### src/rtl/fetch_queue.sv
// Fetch-to-decode decoupling FIFO: holds {pc, instr} pairs in order, stalls the PC when
// full and drops everything on a redirect.
module fetch_queue #(
  parameter int unsigned DEPTH = 4,
  parameter int unsigned AW    = 2
) (
  input  logic          clk,
  input  logic          reset,
  input  logic          in_valid,
  input  logic [31:0]   in_pc,
  input  logic [31:0]   in_instr,
  output logic          in_ready,
  output logic          stall_f,
  output logic          out_valid,
  output logic [31:0]   out_pc,
  output logic [31:0]   out_instr,
  input  logic          out_ready,
  input  logic          flush,
  output logic [AW:0]   count
);

  localparam logic [AW:0] CntFull = (AW+1)'(DEPTH);

  logic [31:0]   pc_q    [DEPTH];
  logic [31:0]   instr_q [DEPTH];
  logic [AW-1:0] wr_ptr_q, wr_ptr_d;
  logic [AW-1:0] rd_ptr_q, rd_ptr_d;
  logic [AW:0]   cnt_q, cnt_d;
  logic          push, pop;

  // Outputs come from registered state only; no input-to-output paths.
  always_comb begin
    in_ready  = (cnt_q != CntFull);
    stall_f   = ~in_ready;
    out_valid = (cnt_q != '0);
    count     = cnt_q;
    out_pc    = out_valid ? pc_q[rd_ptr_q]    : 32'h0;
    out_instr = out_valid ? instr_q[rd_ptr_q] : 32'h0;
  end

  // Handshakes, gated by flush so a redirect cycle neither captures nor consumes.
  always_comb begin
    push = in_valid & in_ready & ~flush;
    pop  = out_valid & out_ready & ~flush;
  end

  // Next-state for pointers and occupancy; pointers wrap by natural overflow.
  always_comb begin
    wr_ptr_d = wr_ptr_q;
    rd_ptr_d = rd_ptr_q;
    cnt_d    = cnt_q;
    if (flush) begin
      wr_ptr_d = '0;
      rd_ptr_d = '0;
      cnt_d    = '0;
    end else begin
      if (push) wr_ptr_d = wr_ptr_q + AW'(1);
      if (pop)  rd_ptr_d = rd_ptr_q + AW'(1);
      // push is blocked when full and pop when empty, so cnt never leaves 0..DEPTH.
      unique case ({push, pop})
        2'b10:   cnt_d = cnt_q + (AW+1)'(1);
        2'b01:   cnt_d = cnt_q - (AW+1)'(1);
        default: cnt_d = cnt_q;
      endcase
    end
  end

  // Control state register with asynchronous active-low reset.
  always_ff @(posedge clk or negedge reset) begin
    if (!reset) begin
      wr_ptr_q <= '0;
      rd_ptr_q <= '0;
      cnt_q    <= '0;
    end else begin
      wr_ptr_q <= wr_ptr_d;
      rd_ptr_q <= rd_ptr_d;
      cnt_q    <= cnt_d;
    end
  end

  // Storage needs no reset: out_* are masked while the queue is empty.
  always_ff @(posedge clk) begin
    if (push) begin
      pc_q[wr_ptr_q]    <= in_pc;
      instr_q[wr_ptr_q] <= in_instr;
    end
  end

endmodule

### config.mk
export PLATFORM = sky130hd
export DESIGN_NAME = fetch_queue
export DESIGN_NICKNAME = d
export VERILOG_FILES = /design/src/rtl/fetch_queue.sv
export SDC_FILE = /design/constraint.sdc
export NUM_CORES = 1
export LEC_CHECK = 0
export BUFFER_PORTS_ARGS = -buffer_cell sky130_fd_sc_hd__buf_2
export CORE_ASPECT_RATIO = 0.5
export CORE_MARGIN = 10
export CORE_UTILIZATION = 44
export DETAILED_ROUTE_END_ITERATION = 12
export HOLD_SLACK_MARGIN = 0.06
export SLEW_MARGIN = 20
export SYNTH_ARGS = -nofsm -noshare
export SYNTH_HDL_FRONTEND = slang
export SYNTH_SLANG_ARGS = --single-unit
### constraint.sdc
create_clock -name clk -period 8.58 [get_ports clk]
set_input_delay 0.858 -clock clk [delete_from_list [all_inputs] [get_ports clk]]
set_output_delay 0.858 -clock clk [all_outputs]
set_load 0.02 [all_outputs]
# Word-level counts from Yosys, hierarchy flattened

Memories as Yosys holds them, arrays and structs flattened.
Index checks and enable logic that the tools add are counted.

Add/sub/neg operators: 4
Reduce and logical (&&, ||, !) cells: 4
Equal/unequal tests: 3
Bitwise operators: 6
Multiplexer cells: 10

Operators with widths:

| operator                                            | number |
|---|---|
| two-way mux 32 bit                                  | 2 |
| two-way mux 2 bit                                   | 4 |
| one-hot mux 3 bit (2 select lines)                  | 1 |
| nonzero test 3 bit                                  | 2 |
| adder 2 x 1 -> 2 bit, second input constant         | 2 |
| bitwise AND 1 bit                                   | 4 |
| nonzero test 2 bit                                  | 2 |
| adder 3 x 1 -> 3 bit, second input constant         | 1 |
| two-way mux 3 bit                                   | 1 |
| inequality test 3 bit, second input constant        | 1 |
| subtractor 3 x 1 -> 3 bit, second input constant    | 1 |
| equality test 2 x 1 -> 1 bit, second input constant | 1 |
| equality test 2 bit, second input constant          | 1 |
| two-way mux 1 bit                                   | 2 |
| inverter 1 bit                                      | 2 |

Input bits: 69
Bits in writable memories: 256
Flip-flop bits (word level): 7
Memories kept: 2
Logic and storage cells: 32
Output and inout bits: 70

Memory list:

| name    | words | bits a word | rd ports | clocked after memory_dff | write ports | line | source |
|---|---|---|---|---|---|---|---|
| instr_q | 4     | 32          | 1        | 0                        | 1           | 25   | `logic [31:0] instr_q [DEPTH];` |
| pc_q    | 4     | 32          | 1        | 0                        | 1           | 24   | `logic [31:0] pc_q [DEPTH];` |

# Depth between registers and ports, before layout

Gate-level depths: netlist of the first run.

Word-level depth: 6
Mapped depth: 9
Mapped depth without buffers: 8

# Worst setup path before layout of the first run

No wires, ideal clock.

Path kind: input -> register
Start point: in in_valid
End point: mem instr_q[0][0], enable pin
Required time: 8151 ps
Setup slack: 5309 ps
Cell stages on the path: 3
Data arrival time: 2842 ps
Cells stage by stage: buf_2 > nor2b_1 > and3_1

Word-level cells in the longest chain between the ends: 4

RTL lines:

| element                                 | line | source |
|---|---|---|
| from (decl)                             | 9    | `input logic in_valid,` |
| bitwise AND 1 bit (2 in a row)          | 43   | `push = in_valid & in_ready & ~flush;` |
| two-way mux 1 bit                       | 83   | `if (push) begin` |
| two-way mux 1 bit (implied by the code) | 85   | `instr_q[wr_ptr_q] <= in_instr;` |
| to (decl)                               | 25   |  |

No other way between the ends.

# Worst setup path after layout of the first run

Start point: reg rd_ptr_q[0]
End point: out out_pc[23]

Word-level cells in the longest chain between the ends: 2

RTL lines:

| element                | line | source |
|---|---|---|
| from (decl)            | 27   | `logic [AW-1:0] rd_ptr_q, rd_ptr_d;` |
| from (signal assigned) | 76   | `rd_ptr_q <= rd_ptr_d;` |
| memory (4 x 32 bit)    | --   |  |
| two-way mux 32 bit     | 37   | `out_pc = out_valid ? pc_q[rd_ptr_q] : 32'h0;` |
| to (decl)              | 15   | `output logic [31:0] out_pc,` |

No other way between the ends.

==> impl_metrics.py, run 1 <==
metrics = {
    "synth": {
        "ys_ff_latch": 263,
        "synth-xor-area-share": 0.003432,
        "synth.mux.area_fraction": 0.1422,
        "synthFlopType": "edfxtp_1",
        "yosys.area.top_type": "edfxtp_1",
        "syn_nets": 545,
        "synth_top_family_by_area": "multiplexers",
        "synth_area_leaders": "edfxtp_1 (75%), mux4_2 (14%), and2_1 (3.9%), dfrtp_1 (1.7%), buf_2 (0.49%)",
        "synthSimpleGateAreaFrac": 0.05406,
        "synth_fa_ha_area_frac": 0.006864,
        "syn_area_per_cell_um2": 21.67,
        "synth-edff-count": 256,
        "yosysSeqAreaShare": 0.7703,
        "synth-compound-area-share": 0.007110,
        "yosysWarnings": 0,
        "synth_top_area_frac": 0.7531,
        "syn-cell-area_um2": 10210,
        "ys_types": 34,
        "async_reset_ff_frac": 0.02662,
        "syn-instance-count": 471,
    },
    "floorplan": {
        "die_w_um": 235.4,
        "pin_count": 139,
        "rows": 39,
        "initial_core_util": 0.4470,
        "die_area_um2": 30060,
        "core_area_um2": 22840,
        "fp.dieH_um": 127.7,
    },
    "routing": {
        "drtAntennaViolNets": 0,
        "dr.max_layer_used": "met5",
        "drt_iter0_markers": 317,
        "via_count": 4873,
        "drt-met1-wl_um": 8689,
        "route.met3.wl_um": 724,
        "firstDrtPassIters": 4,
        "wl_um": 20100,
        "vias_per_cell": 5.179,
        "wl_per_cell_um": 21.36,
        "remaining_drc_errors": 0,
        "wl_met2_um": 10320,
    },
    "layout": {
        "area_growth_syn_to_layout_pct": 17.92,
        "layout_commonest_cell": "edfxtp_1",
        "final_cell_mix": "edfxtp_1 (256), buf_2 (138), mux4_2 (64), and2_1 (64), clkbuf_16 (25)",
        "nets": 688,
        "drive_above_1_share": 0.3956,
        "fill_cells": 1807,
    },
    "setup_path": {
        "critPathArrivalTime_ps": 3030,
        "required_ps": 7720,
        "crit_type": "reg -> out",
        "crit_path_max_fanout": 38,
        "start_kind": "flip-flop",
        "endpoint_kind": "output pin",
    },
    "sta": {
        "rsz0062_at_grt": "no",
        "setup-tns-final_ps": 0,
        "relSlewSlack": 0.2965,
        "period_share": 0.4535,
        "fmax_mhz": 257.0,
        "post-route-min-period_ps": 3891,
        "setup_viol": 0,
        "finClkSkew_ps": 7.476,
        "finalHoldViolCount": 0,
        "worst_pin_slew_ps": 1055,
        "drv_slew": 0,
    },
    "place": {
        "globalplace.congestion": 0.7170,
        "dp_hpwl_um": 11350,
        "port-buffer-count": 138,
    },
    "grt": {
        "overflow": 0,
        "grt_max_degree": 66,
        "grt_pass1_wl_um": 31370,
        "grtUsageTotal": 0.1315,
        "antenna_found_initial": 2,
        "grt_pass1_vias": 5265,
    },
    "pwr": {
        "finalPower_mw": 3.313,
        "peakVddDrop_mv": 0.1019,
        "p_leak_nw": 4.111,
        "p_per_area_nw_per_um2": 275.2,
    },
    "hold_path": {
        "hold_class": "in -> async",
    },
    "clocking": {
        "insertion_delay_ps": 500,
        "postCtsSetupRepairBufs": 0,
        "cts.repair.resized": 0,
        "cts-hold-fix-buffers": 0,
        "cts_tree": "done",
        "cts_sinks": 263,
        "cts-buffers-inserted": 25,
        "cts.path.max_buffers": 3,
        "htreeDepth": 1,
        "clk_pin_slew_ps": 60,
        "clockRootBuffer": "clkbuf_16",
    },
    "flow_run": {
        "cap_violations": 0,
    },
    "outcome": {
        "status": "finished clean",
    },
}
## report_power, final
| group | total [mW] | internal (mW) | switching, mW |
|---|---|---|---|
| combinational | 0.682 | 0.291 | 0.391 |
| clock | 1.10 | 0.654 | 0.449 |
| sequential | 1.53 | 1.47 | 0.0563 |
## area by class of cell
type / instances / area (µm²) / share of cell area
inverters: 6 / 22.52 / 0.001871
repair buffers: 141 / 733.2 / 0.06091
well taps: 307 / 384.1 / 0.03191
multi-input cells: 177 / 2201 / 0.1828
clock buffers: 29 / 640.6 / 0.05322
flip-flops and latches: 263 / 7870 / 0.6538
clock inverters: 16 / 180.2 / 0.01497
diodes: 2 / 5.005 / 0.0004158
## cells in the mapped netlist (all sizes together), types with 2 or more instances
master   count
ha           4
clkbuf      10
edfxtp     256
nor2b        2
nand3        3
a21oi        3
nand2        6
and3         4
mux4        64
nor2         6
a2111oi      2
nor3         3
inv          6
and2        64
xor2         3
buf         15
dfrtp        7
## final timing paths
check	slack, ps	to	cells past startpoint	from
min in group clk	560	pc_q[2][7]$_DFFE_PP_	1	in_pc[7]
max in group asynchronous	8190	rd_ptr_q[1]$_DFFE_PN0P_	1	reset
setup / recovery	4690	out_pc[23]	4	rd_ptr_q[0]$_DFFE_PN0P_
hold reg to reg	600	wr_ptr_q[1]$_DFFE_PN0P_	2	wr_ptr_q[1]$_DFFE_PN0P_
setup reg to reg	5910	count[2]$_DFFE_PN0P_	8	count[0]$_DFFE_PN0P_
hold / removal	190	count[1]$_DFFE_PN0P_	1	reset
## per-layer routing
layer | global-route usage | vias to the layer above
met4 | 0.03336 | 2
met1 | 0.1659 | 2568
li1 | - | 2192
met5 | 0 | -
met2 | 0.2311 | 85
met3 | 0.02525 | 26
## flip-flops by register name (all words and copies together) (netlist names)
register	cells
instr_q	128
pc_q	128
count	3
rd_ptr_q	2
wr_ptr_q	2
## logic make-up after synthesis
logic type	Yosys count
adders and majority gates	5
DFF	263
AOI/OAI and AO/OA	10
and+or+nand+nor	93
muxes	65
xor gates and xnor gates	4
buffers and inverters	31
## metrics by stage
stage | setup WS (ps) | utilization | instances | cell area (µm²) | hold WS (ps)
floorplan | 5309 | - | 471 | 10210 | 542.5
global placement | 5081 | 0.4897 | 893 | 11180 | 567.3
detailed placement | 5098 | 0.4897 | 893 | 11180 | 587.6
CTS | 4553 | 0.5256 | 938 | 12000 | 176.4
global route | 4402 | 0.5270 | 940 | 12030 | 176.4
finish | 4689 | 0.5271 | 941 | 12040 | 189.3
## critical path: stages (launching register included)
cell     delay [ps]
dfrtp_4         820
buf_4           750
mux4_2          620
and2_1          170
buf_2           150
(Power assumes the default switching activity.)
==> run 2, diff against run 1 <==
Clock period 8.58 ns to 3.65 ns, I/O delays scaled along.
==> run 2 against run 1 <==
Against the previous run: non-clock buffer count increased by 19; die area stayed put; hold slack got worse by 120 ps; cell area grew 1.2%; combinational power rose by 140%; routed wire length down 0.20%; final cell count grew 1.8%; sequential share of layout area decreased by 0.77 points; clock power is 110% higher; critical path type unchanged; highest routed layer unchanged.
==> impl_metrics.py, run 2 (synthesized netlist as in run 1, its figures left out) <==
metrics = {
    "outcome": {
        "status": "finished clean",
    },
    "routing": {
        "wl_per_cell_um": 20.94,
        "vias_per_cell": 5.093,
        "remaining_drc_errors": 0,
        "via_count": 4879,
        "drt_iter0_markers": 359,
        "wl_um": 20060,
        "drtAntennaViolNets": 0,
        "firstDrtPassIters": 4,
    },
    "grt": {
        "overflow": 0,
        "grtUsageTotal": 0.1305,
        "grt_pass1_vias": 5407,
        "grt_max_degree": 67,
        "grt_pass1_wl_um": 31060,
        "antenna_found_initial": 2,
    },
    "sta": {
        "drv_slew": 0,
        "relSlewSlack": 0.5675,
        "whs_ps": 73.60,
        "finalHoldViolCount": 0,
        "post-route-min-period_ps": 2902,
        "setup-tns-final_ps": 0,
        "finClkSkew_ps": 12.58,
        "setup_viol": 0,
        "rsz0062_at_grt": "no",
        "period_share": 0.7951,
        "fmax_mhz": 344.6,
        "worst_pin_slew_ps": 648.7,
    },
    "clocking": {
        "cts_tree": "done",
        "htreeDepth": 1,
        "postCtsSetupRepairBufs": 0,
        "insertion_delay_ps": 510,
        "cts-buffers-inserted": 25,
        "clockRootBuffer": "clkbuf_16",
        "cts_sinks": 263,
        "clk_pin_slew_ps": 70,
        "cts.path.max_buffers": 3,
    },
    "pwr": {
        "peakVddDrop_mv": 0.2830,
        "p_per_area_nw_per_um2": 621.8,
        "p_leak_nw": 4.162,
    },
    "hold_path": {
        "holdPathStages": 1,
        "hold_path_startpoint": "in_instr[23]",
        "whs_endpoint": "instr_q[3][23]$_DFFE_PP_",
        "hold_class": "in -> reg",
    },
    "setup_path": {
        "r2r_cells": 8,
        "crit_path_max_fanout": 27,
        "crit_path_max_incr_delay_ps": 790,
        "path_buf_inv": 2,
        "worstReg2RegEnd": "count[2]$_DFFE_PN0P_",
        "reg2reg_from": "count[0]$_DFFE_PN0P_",
        "crit_chain": "buf_4 > mux4_2 > and2_1 > buf_2",
        "cp_slowest_cell": "dfrtp_4",
        "critPathArrivalTime_ps": 2540,
        "endpoint_kind": "output pin",
        "reg2reg_slack_ps": 1170,
        "path_delay_family": "flip-flops",
        "crit_type": "reg -> out",
        "required_ps": 3280,
        "start_kind": "flip-flop",
    },
    "layout": {
        "final_cell_mix": "edfxtp_1 (256), buf_2 (138), mux4_2 (64), and2_1 (64), clkbuf_16 (25)",
        "fill_cells": 1819,
        "area_growth_syn_to_layout_pct": 19.33,
        "drive_above_1_share": 0.3852,
        "layout_commonest_cell": "edfxtp_1",
        "nets": 707,
    },
    "flow_run": {
        "cap_violations": 0,
    },
    "floorplan": {
        "rows": 39,
        "fp.dieH_um": 127.7,
        "core_area_um2": 22840,
        "die_w_um": 235.4,
        "initial_core_util": 0.4470,
        "pin_count": 139,
        "die_area_um2": 30060,
    },
    "place": {
        "globalplace.congestion": 0.6690,
        "dp_hpwl_um": 12270,
        "port-buffer-count": 138,
    },
}
## run 2: cell type report
cell class / instances / area [µm²] / share of cell area
Antenna cell: 2 / 5.005 / 0.0004109
Clock buffer: 29 / 640.6 / 0.05259
Clock inverter: 14 / 91.34 / 0.007499
Inverter: 6 / 22.52 / 0.001849
Multi-Input combinational cell: 177 / 2201 / 0.1807
Sequential cell: 263 / 7870 / 0.6461
Tap cell: 307 / 384.1 / 0.03154
Timing Repair Buffer: 160 / 965.9 / 0.07930
## run 2: worst max path at each step
stage	start	endpoint	depth (start not counted)
6_report	rd_ptr_q[0]$_DFFE_PN0P_	out_pc[15]	4
5_1_grt	rd_ptr_q[0]$_DFFE_PN0P_	out_instr[2]	4
4_1_cts	rd_ptr_q[0]$_DFFE_PN0P_	out_pc[15]	4
3_5_place_dp	rd_ptr_q[0]$_DFFE_PN0P_	out_pc[15]	4
3_3_place_gp	rd_ptr_q[0]$_DFFE_PN0P_	out_pc[15]	4
2_1_floorplan	count[0]$_DFFE_PN0P_	instr_q[0][0]$_DFFE_PP_	4
## run 2: metal layers
metal / routed length [µm] / global-route usage / vias to the layer above
li1: - / - / 2223
met1: 8516 / 0.1602 / 2541
met2: 10420 / 0.2358 / 86
met3: 808 / 0.02610 / 27
met4: 298 / 0.02924 / 2
met5: 17 / 0 / -
## run 2: report_power, final
part | internal, mW | switching (mW)
Combinational | 0.713 | 0.941
Sequential | 3.46 | 0.113
Clock | 1.32 | 1.03
## run 2: worst reg2reg max path: stages, from the launching register on
cell and delay [ps]:
dfrtp_1 500, nor3_1 320, inv_2 60, nand2_1 130, nor3_1 80, fa_1 410
or4_1 550, a21o_1 190, a31oi_1 150
## run 2: repair_timing
action | CTS | global route
resized for setup | 0 | 0
hold buffers | 14 | 0
endpoints found under the hold margin | 50 | 0
## run 2: stage by stage
| step | std cells | util | power, mW | setup slack, ps | area, µm² |
|---|---|---|---|---|---|
| floorplan | 471 | - | 4.751 | 618.7 | 10210 |
| global placement | 899 | 0.4950 | 5.323 | 1195 | 11300 |
| detailed placement | 899 | 0.4950 | 5.331 | 1190 | 11300 |
| CTS | 956 | 0.5331 | 7.702 | 649.7 | 12180 |
| global route | 957 | 0.5333 | 7.936 | 554.5 | 12180 |
| finish | 958 | 0.5334 | 7.573 | 748.0 | 12180 |
==> run 3, diff against run 2 <==
Settings changed: ABC_AREA set to 1, PLACE_DENSITY set to 0.66.
Clock period 3.65 ns to 2.49 ns, I/O delays scaled along.
==> run 3 against run 2 <==
Against the previous run: worst setup slack worse by 630 ps; via count up 40%; area after synthesis rose by 1.4%; count of clock-buffer cells in the layout is 7 higher; die area grew 1.2%; clock skew down 1.3 ps; cell area increased by 5.9%; routed wire length rose by 19%; total power grew 72%; hold slack gained 43 ps; critical path depth rose by 2; critical path type unchanged; largest power group unchanged.
==> impl_metrics.py, run 3 <==
metrics = {
    "clocking": {
        "insertion_delay_ps": 510,
        "htreeDepth": 1,
        "cts_tree": "done",
        "clk_pin_slew_ps": 60,
        "clockRootBuffer": "clkbuf_16",
        "cts-buffers-inserted": 24,
        "cts_sinks": 263,
        "cts.path.max_buffers": 3,
    },
    "synth": {
        "synth_common_cells": "nor2_1 (261), edfxtp_1 (256), o21ai_0 (127)",
        "yosys.area.top_type": "edfxtp_1",
        "yosysSeqAreaShare": 0.7598,
        "ys_ff_latch": 263,
        "syn-instance-count": 819,
        "ys_types": 22,
        "syn_area_per_cell_um2": 12.64,
        "yosysWarnings": 0,
        "async_reset_ff_frac": 0.02662,
        "yosysMostFrequentCell": "nor2_1",
        "syn_nets": 893,
        "synthFlopType": "edfxtp_1",
        "synth_area_leaders": "edfxtp_1 (74%), nor2_1 (9.5%), o21ai_0 (6.1%), a21oi_1 (3.2%), dfrtp_1 (1.7%)",
        "synth-edff-count": 256,
        "synth_top_area_frac": 0.7428,
        "syn-cell-area_um2": 10350,
    },
    "grt": {
        "overflow": 0,
        "grt_pass1_vias": 6687,
        "antenna_found_initial": 0,
        "grtUsageTotal": 0.1479,
        "grt_max_degree": 90,
        "grt_pass1_wl_um": 36880,
    },
    "setup_path": {
        "crit_type": "reg -> out",
        "reg2reg_slack_ps": 510,
        "critPathArrivalTime_ps": 2120,
        "endpoint_kind": "output pin",
        "cp-startpoint": "rd_ptr_q[0]$_DFFE_PN0P_",
        "crit_path_max_incr_delay_ps": 440,
        "start_kind": "flip-flop",
        "crit_chain": "buf_4 > nor2_1 > nor2_1 > o21ai_0 > a21oi_1 > buf_2",
        "path_buf_inv": 2,
        "required_ps": 2240,
        "critPathMostFrequentCell": "nor2_1",
        "cp_num_cells": 6,
        "path_delay_family": "buffers and inverters",
        "crit_path_max_fanout": 40,
        "cp-endpoint": "out_instr[2]",
        "r2r_cells": 11,
        "worstReg2RegEnd": "count[2]$_DFFE_PN0P_",
        "reg2reg_from": "count[0]$_DFFE_PN0P_",
        "cp_slowest_cell": "dfrtp_4",
    },
    "sta": {
        "whs_ps": 116.1,
        "post-route-min-period_ps": 2368,
        "period_share": 0.9508,
        "drv_slew": 0,
        "worst_pin_slew_ps": 586.8,
        "finalHoldViolCount": 0,
        "rsz0062_at_grt": "yes",
        "setup_viol": 0,
        "finClkSkew_ps": 11.32,
        "setup-tns-final_ps": 0,
        "fmax_mhz": 422.4,
        "setup_ws_ps": 122.5,
        "relSlewSlack": 0.6088,
    },
    "floorplan": {
        "pin_count": 139,
        "rows": 39,
        "die_area_um2": 30430,
        "core_area_um2": 22980,
        "fp.dieH_um": 128.4,
        "initial_core_util": 0.4503,
        "die_w_um": 236.9,
    },
    "flow_run": {
        "cap_violations": 0,
    },
    "pwr": {
        "finalPower_mw": 13.05,
        "p_per_area_nw_per_um2": 1011,
        "peakVddDrop_mv": 0.6475,
        "p_leak_nw": 4.714,
    },
    "routing": {
        "wl_um": 23780,
        "via_count": 6813,
        "vias_per_cell": 5.073,
        "drtAntennaViolNets": 0,
        "remaining_drc_errors": 0,
        "wl_per_cell_um": 17.71,
        "firstDrtPassIters": 6,
        "drt_iter0_markers": 556,
    },
    "layout": {
        "nets": 1093,
        "drive_above_1_share": 0.1950,
        "final_cell_mix": "nor2_1 (257), edfxtp_1 (256), buf_2 (138)",
        "diodes": 0,
        "area_growth_syn_to_layout_pct": 24.66,
        "layout_commonest_cell": "nor2_1",
        "final_cells": 1343,
        "final_util": 0.5613,
        "final_cell_area_um2": 12900,
    },
    "place": {
        "globalplace.congestion": 0.7931,
        "dpl-instance-area_um2": 11470,
        "placed_cells": 1233,
        "port-buffer-count": 138,
        "dp_hpwl_um": 13720,
        "place_ws_ps": 516.4,
    },
    "hold_path": {
        "hold_class": "in -> async",
    },
    "outcome": {
        "status": "finished clean",
    },
}
## run 3: cell types whose count changed in the layout (fill, tap and decap cells not counted), moves of 5 or more
| cell | before | now |
|---|---|---|
| nor2_1 | 6 | 257 |
| o21ai_0 | 0 | 127 |
| clkinv_1 | 8 | 2 |
| dlygate4sd3_1 | 14 | 67 |
| mux4_2 | 64 | 0 |
| a21oi_1 | 3 | 67 |
| and2_1 | 64 | 0 |
| inv_1 | 4 | 11 |
| nand2_1 | 6 | 21 |
| clkbuf_1 | 4 | 10 |
| buf_12 | 6 | 11 |
## run 3: worst min path at each step
stage                            to  start  depth (start not counted)  slack (ps)
4_1_cts        count[2]$_DFFE_PN0P_  reset                          2          90
3_3_place_gp   count[2]$_DFFE_PN0P_  reset                          1         100
5_1_grt        count[2]$_DFFE_PN0P_  reset                          2         130
6_report       count[0]$_DFFE_PN0P_  reset                          2         120
2_1_floorplan  count[0]$_DFFE_PN0P_  reset                          0         -50
3_5_place_dp   count[2]$_DFFE_PN0P_  reset                          1         100
## run 3: what timing repair did
item                                    CTS  global route
resized for setup                         0             0
hold buffers                             67             0
hold endpoints to repair                266             0
endpoints found under the setup margin    0             1
buffers inserted                          0             0
## run 3: cell families (layout without fill, tap and decap cells)
logic type	count (synthesis)	count (layout)	share of synthesized area
XOR/XNOR	1	1	0.0008465
adder cells (fa/ha/maj)	5	5	0.006771
AND/OR/NAND/NOR	287	287	0.1051
flip-flops	263	263	0.7598
AO/OA/AOI/OAI	200	200	0.09733
buffers and inverters	63	280	0.03023
## run 3: final cells by class
cell class | count | area, µm²
fill | 1835 | 10080
sequential | 263 | 7870
multi-input combinational | 493 | 2203
timing repair buffer | 222 | 1627
clock buffer | 36 | 676.9
tap | 307 | 384.1
clock inverter | 7 | 82.58
inverter | 15 | 57.56
## run 3: layer usage
layer,share of wire,GRT usage
met2,0.52,0.2677
met3,0.034,0.02231
met4,0.018,0.03911
met1,0.43,0.1833
met5,0,0
## run 3: power breakdown
group | switching, mW | internal (mW) | total, mW | leakage [nW]
Sequential | 0.0883 | 5.14 | 5.23 | 2.41
Clock | 1.48 | 2.08 | 3.56 | 0.370
Combinational | 2.99 | 1.27 | 4.26 | 1.93
Total | 4.56 | 8.49 | 13.0 | 4.71
